[config.mk]
export PLATFORM = sky130hd
export DESIGN_NAME = seq_restoring_divider_flat
export DESIGN_NICKNAME = d
export VERILOG_FILES = /design/src/rtl/seq_restoring_divider_pkg.sv /design/src/rtl/seq_restoring_divider_if.sv /design/src/rtl/seq_restoring_divider_ripple_subtractor.sv /design/src/rtl/seq_restoring_divider.sv /design/src/flat_wrapper.sv
export SDC_FILE = /design/constraint.sdc
export NUM_CORES = 1
export LEC_CHECK = 0
export ABC_AREA = 1
export CAP_MARGIN = 25
export CELL_PAD_IN_SITES_DETAIL_PLACEMENT = 0
export CELL_PAD_IN_SITES_GLOBAL_PLACEMENT = 2
export CORE_UTILIZATION = 30
export DETAILED_ROUTE_END_ITERATION = 10
export PLACE_DENSITY_LB_ADDON = 0.1
export SKIP_CTS_REPAIR_TIMING = 1
export SLEW_MARGIN = 20
export SYNTH_ARGS = -nofsm -noshare
export SYNTH_HDL_FRONTEND = slang
export SYNTH_SLANG_ARGS = --single-unit
export TNS_END_PERCENT = 1
[constraint.sdc]
create_clock -name clk -period 3.5 [get_ports clk]
set_clock_uncertainty 0.05 [all_clocks]
set_input_delay 0.7 -clock clk [delete_from_list [all_inputs] [get_ports clk]]
set_output_delay 0.7 -clock clk [all_outputs]
set_load 0.005 [all_outputs]
[src/rtl/seq_restoring_divider_pkg.sv]
`default_nettype none
// ============================================================================
//  Module   : seq_restoring_divider_pkg
//  Purpose  : Shared FSM encoding and default width for the restoring divider.
//  Revision : 1.0 - initial release
// ============================================================================
package seq_restoring_divider_pkg;

    localparam int c_default_width = 4;

    typedef enum logic [1:0] {
        IDLE = 2'd0,
        RUN  = 2'd1,
        DONE = 2'd2
    } state_e;

endpackage : seq_restoring_divider_pkg
`default_nettype wire

[src/rtl/seq_restoring_divider_if.sv]
`default_nettype none
// ============================================================================
//  Module   : seq_restoring_divider_if
//  Purpose  : Start/operand request and result bundle for the divider.
//  Revision : 1.0 - initial release
// ============================================================================
interface seq_restoring_divider_if
    import seq_restoring_divider_pkg::*;
#(
    parameter int WIDTH = c_default_width
);
    logic             start;
    logic [WIDTH-1:0] dividend;
    logic [WIDTH-1:0] divisor;
    logic             busy;
    logic             done;
    logic [WIDTH-1:0] quotient;
    logic [WIDTH-1:0] remainder;
    logic             div_by_zero;

    modport master (
        output start, dividend, divisor,
        input  busy, done, quotient, remainder, div_by_zero
    );

    modport slave (
        input  start, dividend, divisor,
        output busy, done, quotient, remainder, div_by_zero
    );

endinterface : seq_restoring_divider_if
`default_nettype wire

[src/rtl/seq_restoring_divider_ripple_subtractor.sv]
`default_nettype none
// ============================================================================
//  Module   : ripple_subtractor
//  Purpose  : a - b as a ripple of full-adder cells on a and ~b, carry-in 1.
//  Revision : 1.0 - initial release
// ============================================================================
module ripple_subtractor #(
    parameter int WIDTH = 5
) (
    input  logic [WIDTH-1:0] a,
    input  logic [WIDTH-1:0] b,
    output logic [WIDTH-1:0] diff,
    output logic             borrow
);

    logic [WIDTH:0]   w_carry;
    logic [WIDTH-1:0] w_b_n;

    assign w_carry[0] = 1'b1;
    assign w_b_n      = ~b;

    generate
        for (genvar i = 0; i < WIDTH; i++) begin : g_bit
            assign diff[i]      = a[i] ^ w_b_n[i] ^ w_carry[i];
            assign w_carry[i+1] = (a[i] & w_b_n[i]) | (w_carry[i] & (a[i] ^ w_b_n[i]));
        end
    endgenerate

    // Two's-complement subtraction: no carry out means a < b.
    assign borrow = ~w_carry[WIDTH];

endmodule : ripple_subtractor
`default_nettype wire

[src/rtl/seq_restoring_divider.sv]
`default_nettype none
// ============================================================================
//  Module   : seq_restoring_divider
//  Purpose  : Multi-cycle unsigned restoring divider, one quotient bit/clock.
//  Revision : 1.0 - initial release
// ============================================================================
module seq_restoring_divider
    import seq_restoring_divider_pkg::*;
#(
    parameter int WIDTH = c_default_width
) (
    input  wire logic               clk,
    input  wire logic               rst,
    seq_restoring_divider_if.slave  bus
);

    localparam int c_cnt_w = (WIDTH > 2) ? $clog2(WIDTH) : 1;

    state_e             state_q, state_d;
    logic [WIDTH:0]     a_q, a_d;
    logic [WIDTH-1:0]   q_q, q_d;
    logic [WIDTH:0]     m_q, m_d;
    logic [c_cnt_w-1:0] count_q, count_d;
    logic [WIDTH-1:0]   quotient_q, quotient_d;
    logic [WIDTH-1:0]   remainder_q, remainder_d;
    logic               div_by_zero_q, div_by_zero_d;

    logic [WIDTH:0]     w_s;
    logic [WIDTH:0]     w_diff;
    logic               w_borrow;

    // Shift the next dividend bit into the partial remainder before trial.
    assign w_s = {a_q[WIDTH-1:0], q_q[WIDTH-1]};

    ripple_subtractor #(
        .WIDTH (WIDTH + 1)
    ) u_sub (
        .a      (w_s),
        .b      (m_q),
        .diff   (w_diff),
        .borrow (w_borrow)
    );

    always_comb begin
        state_d       = state_q;
        a_d           = a_q;
        q_d           = q_q;
        m_d           = m_q;
        count_d       = count_q;
        quotient_d    = quotient_q;
        remainder_d   = remainder_q;
        div_by_zero_d = div_by_zero_q;

        case (state_q)
            IDLE: begin
                if (bus.start) begin
                    if (bus.divisor != '0) begin
                        state_d       = RUN;
                        a_d           = '0;
                        q_d           = bus.dividend;
                        m_d           = {1'b0, bus.divisor};
                        count_d       = c_cnt_w'(WIDTH - 1);
                        div_by_zero_d = 1'b0;
                    end else begin
                        state_d       = DONE;
                        quotient_d    = '1;
                        remainder_d   = bus.dividend;
                        div_by_zero_d = 1'b1;
                    end
                end
            end
            RUN: begin
                if (!w_borrow) begin
                    a_d = w_diff;
                    q_d = {q_q[WIDTH-2:0], 1'b1};
                end else begin
                    a_d = w_s;
                    q_d = {q_q[WIDTH-2:0], 1'b0};
                end
                count_d = count_q - 1'b1;
                if (count_q == '0) begin
                    state_d     = DONE;
                    quotient_d  = q_d;
                    remainder_d = a_d[WIDTH-1:0];
                end
            end
            DONE: begin
                state_d = IDLE;
            end
            default: begin
                state_d = IDLE;
            end
        endcase
    end

    always_ff @(posedge clk) begin
        if (rst) begin
            state_q       <= IDLE;
            a_q           <= '0;
            q_q           <= '0;
            m_q           <= '0;
            count_q       <= '0;
            quotient_q    <= '0;
            remainder_q   <= '0;
            div_by_zero_q <= 1'b0;
        end else begin
            state_q       <= state_d;
            a_q           <= a_d;
            q_q           <= q_d;
            m_q           <= m_d;
            count_q       <= count_d;
            quotient_q    <= quotient_d;
            remainder_q   <= remainder_d;
            div_by_zero_q <= div_by_zero_d;
        end
    end

    assign bus.busy        = (state_q == RUN);
    assign bus.done        = (state_q == DONE);
    assign bus.quotient    = quotient_q;
    assign bus.remainder   = remainder_q;
    assign bus.div_by_zero = div_by_zero_q;

endmodule : seq_restoring_divider
`default_nettype wire

[src/flat_wrapper.sv]
// flat-port wrapper written by rule: the top's interface ports become plain ports
module seq_restoring_divider_flat import seq_restoring_divider_pkg::*;
#(
    parameter int WIDTH = c_default_width
)
  (clk, rst, bus_start, bus_dividend, bus_divisor, bus_busy, bus_done, bus_quotient, bus_remainder, bus_div_by_zero);
  seq_restoring_divider_if #(.WIDTH(WIDTH)) bus_i ();
  input  wire logic clk;
  input  wire logic rst;
  input wire logic [$bits(bus_i.start)-1:0] bus_start;
  input wire logic [$bits(bus_i.dividend)-1:0] bus_dividend;
  input wire logic [$bits(bus_i.divisor)-1:0] bus_divisor;
  output wire logic [$bits(bus_i.busy)-1:0] bus_busy;
  output wire logic [$bits(bus_i.done)-1:0] bus_done;
  output wire logic [$bits(bus_i.quotient)-1:0] bus_quotient;
  output wire logic [$bits(bus_i.remainder)-1:0] bus_remainder;
  output wire logic [$bits(bus_i.div_by_zero)-1:0] bus_div_by_zero;
  assign bus_i.start = bus_start;
  assign bus_i.dividend = bus_dividend;
  assign bus_i.divisor = bus_divisor;
  assign bus_busy = bus_i.busy;
  assign bus_done = bus_i.done;
  assign bus_quotient = bus_i.quotient;
  assign bus_remainder = bus_i.remainder;
  assign bus_div_by_zero = bus_i.div_by_zero;
  seq_restoring_divider #(.WIDTH(WIDTH)) u_core (.clk(clk), .rst(rst), .bus(bus_i));
endmodule
==> results by stage <==
Status:
- The run finished with clean final reports.

Timing:
- On the final layout, the worst hold slack is 411 ps.
- The final-report setup violation count is 0.
- The number of slew-limit violations in the final report is 0.
- Setup repair after global routing left no endpoint under its margin.
- The worst relative slew slack is 0.664.
- The achievable frequency is 408 MHz.
- In the final timing run, aggregate negative setup slack is 0 ps.
- The post-route minimum period is between 2000 and 2500 ps.
- In the post-route analysis, the smallest setup slack over all paths is 1050 ps.
- The slew at the pin with the worst max-slew slack is between 500 and 600 ps.
- The number of hold-slack violations in the final timing report is 0.
- Of the available clock period, the critical path in the final layout requires 0.701.

Worst hold path:
- The startpoint identified for the worst hold timing path is u_core.count_q[1].
- The tightest min-delay check is of the flop to flop type.
- For hold timing, the worst endpoint is u_core.count_q[1].
- Along the worst hold path, the cell count comes to 2.

Critical path:
- The cell count of the worst reg-to-reg path is 12.
- The startpoint of the lowest-slack register-to-register path is u_core.q_q[3].
- Across all register-to-register paths, the minimum setup slack is 1050 ps.
- The worst register-to-register path ends at u_core.a_q[3].
- The maximum fanout along the worst path is 5.
- The data required time of the critical path is 3660 ps.
- The critical path is of the flop to flop type.
- STA classifies the critical path endpoint as a flop.
- Data on the critical path arrives at its endpoint at 2610 ps.
- The worst setup path is launched from a flop.

Route:
- For this block, the via count after detailed routing is 1097.
- Before antenna repair, the detailed router went through 4 iterations.
- The average via count per standard cell is 4.37.
- The antenna violation net count after detailed routing is 0.
- In the final routed layout, each cell accounts on average for 11.4 µm.
- For this run, design rule violations remaining after detail routing come to 0.
- The count of routing violations after the opening detailed-route iteration is just over 40.
- The total detailed-routing wirelength is between 2 and 3 mm.

Global routing:
- The first global-routing pass estimated about 4.7 mm of wire.
- For this run, the total global-route usage over all layers was measured as 0.146.
- For this run the aggregate overflow at the end of global routing stands at 0.
- The via count of the first global-routing pass came to between 1000 and 1500.
- The pin count of the biggest net entering global routing is 20.
- The initial antenna violation count came to 0.

Floorplanning:
- The number of core rows is 23.
- The count of pins on the block boundary is 22.
- The initial core utilization is 0.314.
- The die outline height is about 67 µm.
- The die covers around 0.0045 mm².
- The region available for standard cell placement spans between 0.004 and 0.005 mm².
- The horizontal die dimension is approximately 67 µm.

Finish:
- The finished layout cell area is 0.00156 mm².
- The area growth from synthesis to layout is 22.9%.
- The layout cell share with drive strength beyond 1 is 0.0597.
- The finished layout holds 251 standard cells, fillers aside.
- In the final design database the tool counted 218 nets.
- The repair_antennas step left the layout with diodes totalling 0.
- For this run, the share of the core covered by cells in the final layout is 0.386.

Synthesis:
- The number of different library cells in the post-synthesis netlist is 23.
- The fraction of registers with async set or reset after synthesis is 0.
- In this run, synthesis inferred 0 flip-flops with an integrated enable.
- Of the total synthesized cell area, the portion taken by XOR and XNOR cells is 0.
- The compound-cell area share of the yosys netlist is 0.0988.
- The number of nets handed over by synthesis was a little under 200.
- A synthesized cell averages ~7 µm².
- Of the total synthesized cell area, the portion taken by full adders, half adders and majority gates is 0.0672.
- The basic-gate share of the synthesized area counting and, or, nand and nor cells is 0.340.
- The synthesized instance count is 180.
- The multiplexer fraction of the synthesized cell area is 0.
- The proportion of synthesized chip area in sequential cells is 0.395.
- The cell area after synthesis is 0.00127 mm².
- In the synthesized netlist the dominant register cell turns out to be sky130_fd_sc_hd__dfxtp_1.
- After synthesis, the largest family of logic cells by area is simple AND/OR/NAND/NOR gates.
- The count of warnings emitted by yosys is 0.
- Counting flops and latches in the post-synthesis netlist gives 25.

Placement:
- Once detailed placement completed, the half-perimeter wirelength came to 2.18 mm.
- In this run, placement finished with an instance count of 247.
- The congestion estimate from routability-driven global placement came to 0.724.
- Prior to clock tree synthesis, the placed netlist has a worst setup slack of around 1100 ps.
- The number of buffers inserted by port buffering is 21.
- The placed instance area is between 0.0015 and 0.002 mm².

Power and ir drop:
- The worst-case IR drop observed on VDD is 164 µV.
- The total power is roughly 0.73 mW.
- For this design the ratio of total power to cell area is 468 mW/mm².
- The reported leakage power is 0.687 nW.

Clocking:
- In this run the number of H-tree levels came out at 1.
- Clock-pin slew was measured on the worst setup and hold paths at 90 ps.
- Clock latency on the worst-skew pair, taken at its later pin, is 270 ps.
- CTS saw 25 sinks.
- The tree is rooted in a sky130_fd_sc_hd__clkbuf_8.
- The maximum root-to-sink buffer count is 2.
- The CTS buffer count is 3.
- TritonCTS built the clock tree.

Job:
- Across the run, the number of max-cap violations was 0.
-- layer usage --
layer  vias up  part of all wire  GRT usage
met5         -                 0          0
met4         0             0.013     0.0559
met3         4             0.036     0.0291
met2        22              0.44      0.230
met1       476              0.51      0.194
li1        595                 -          -
-- synthesized netlist by cell type (all sizes together), types with 2 or more instances --
cell type / number / share of area
nor2: 42 / 0.14
nand2: 36 / 0.11
dfxtp: 25 / 0.40
inv: 25 / 0.074
nand3: 16 / 0.067
o21ai: 12 / 0.059
a21oi: 10 / 0.040
and2: 4 / 0.020
buf: 3 / 0.019
fa: 3 / 0.047
ha: 2 / 0.020
-- power breakdown --
part	internal, mW	switching [mW]	leakage, nW
clock	0.0817	0.0984	0.0228
combinational	0.0906	0.124	0.458
sequential	0.317	0.0169	0.206
total	0.489	0.239	0.687
-- critical path, stage by stage (launching register included) --
cell and delay [ps]:
sky130_fd_sc_hd__dfxtp_1 320, sky130_fd_sc_hd__inv_1 70, sky130_fd_sc_hd__ha_1 130, sky130_fd_sc_hd__inv_1 40, sky130_fd_sc_hd__fa_1 380, sky130_fd_sc_hd__fa_1 380, sky130_fd_sc_hd__inv_1 70, sky130_fd_sc_hd__fa_1 180
sky130_fd_sc_hd__inv_1 40, sky130_fd_sc_hd__nor2_1 270, sky130_fd_sc_hd__nand3_1 160, sky130_fd_sc_hd__and2_1 170, sky130_fd_sc_hd__a21oi_1 130
-- flip-flops by register name, indices dropped and copies added (netlist names) --
signal / flops
u_core.a_q: 4
u_core.bus.quotient: 4
u_core.bus.remainder: 4
u_core.m_q: 4
u_core.q_q: 4
u_core.count_q: 2
u_core.state_q: 2
u_core.bus.div_by_zero: 1
-- placed cells by master, fill, tap and decap left out --
master	instances
sky130_fd_sc_hd__nor2_1	39
sky130_fd_sc_hd__nand2_1	34
sky130_fd_sc_hd__dfxtp_1	25
sky130_fd_sc_hd__inv_1	24
sky130_fd_sc_hd__clkdlybuf4s50_1	21
sky130_fd_sc_hd__nand3_1	15
sky130_fd_sc_hd__o21ai_0	10
sky130_fd_sc_hd__a21oi_1	10
sky130_fd_sc_hd__and2_1	4
sky130_fd_sc_hd__fa_1	3
sky130_fd_sc_hd__clkbuf_8	3
sky130_fd_sc_hd__nor2_4	2
sky130_fd_sc_hd__ha_1	2
sky130_fd_sc_hd__inv_2	1
sky130_fd_sc_hd__clkinv_1	1
sky130_fd_sc_hd__nand2_2	1
sky130_fd_sc_hd__nor2_2	1
sky130_fd_sc_hd__o21ai_2	1
sky130_fd_sc_hd__o21ai_4	1
sky130_fd_sc_hd__nand3_2	1
sky130_fd_sc_hd__nand2_4	1
sky130_fd_sc_hd__clkbuf_1	1
-- final cells by class --
cell class / count / area, µm²
repair buffers: 21 / 210
clock buffers: 4 / 45.0
fillers: 438 / 2470
well taps: 50 / 62.6
multi-input cells: 125 / 641
inverters: 26 / 97.6
flip-flops and latches: 25 / 500
-- worst max path at each step --
stage / slack (ps) / from / endpoint
after floorplan: 1280 / u_core.q_q[3] / u_core.a_q[3]
after global placement: 1110 / u_core.q_q[3] / u_core.a_q[3]
after detailed placement: 1070 / u_core.q_q[3] / u_core.a_q[3]
after CTS: 1030 / u_core.q_q[3] / u_core.a_q[3]
after global routing: 770 / u_core.q_q[3] / u_core.a_q[3]
final: 1050 / u_core.q_q[3] / u_core.a_q[3]
-- cell families (layout without fill, tap and decap cells) --
group                    count (synthesis)  after routing
AND/OR/NAND/NOR                         98             98
adder cells (fa/ha/maj)                  5              5
AO/OA/AOI/OAI                           22             22
buffers and inverters                   30             51
flip-flops                              25             25
No activity file was read; power rests on OpenSTA's default activity.
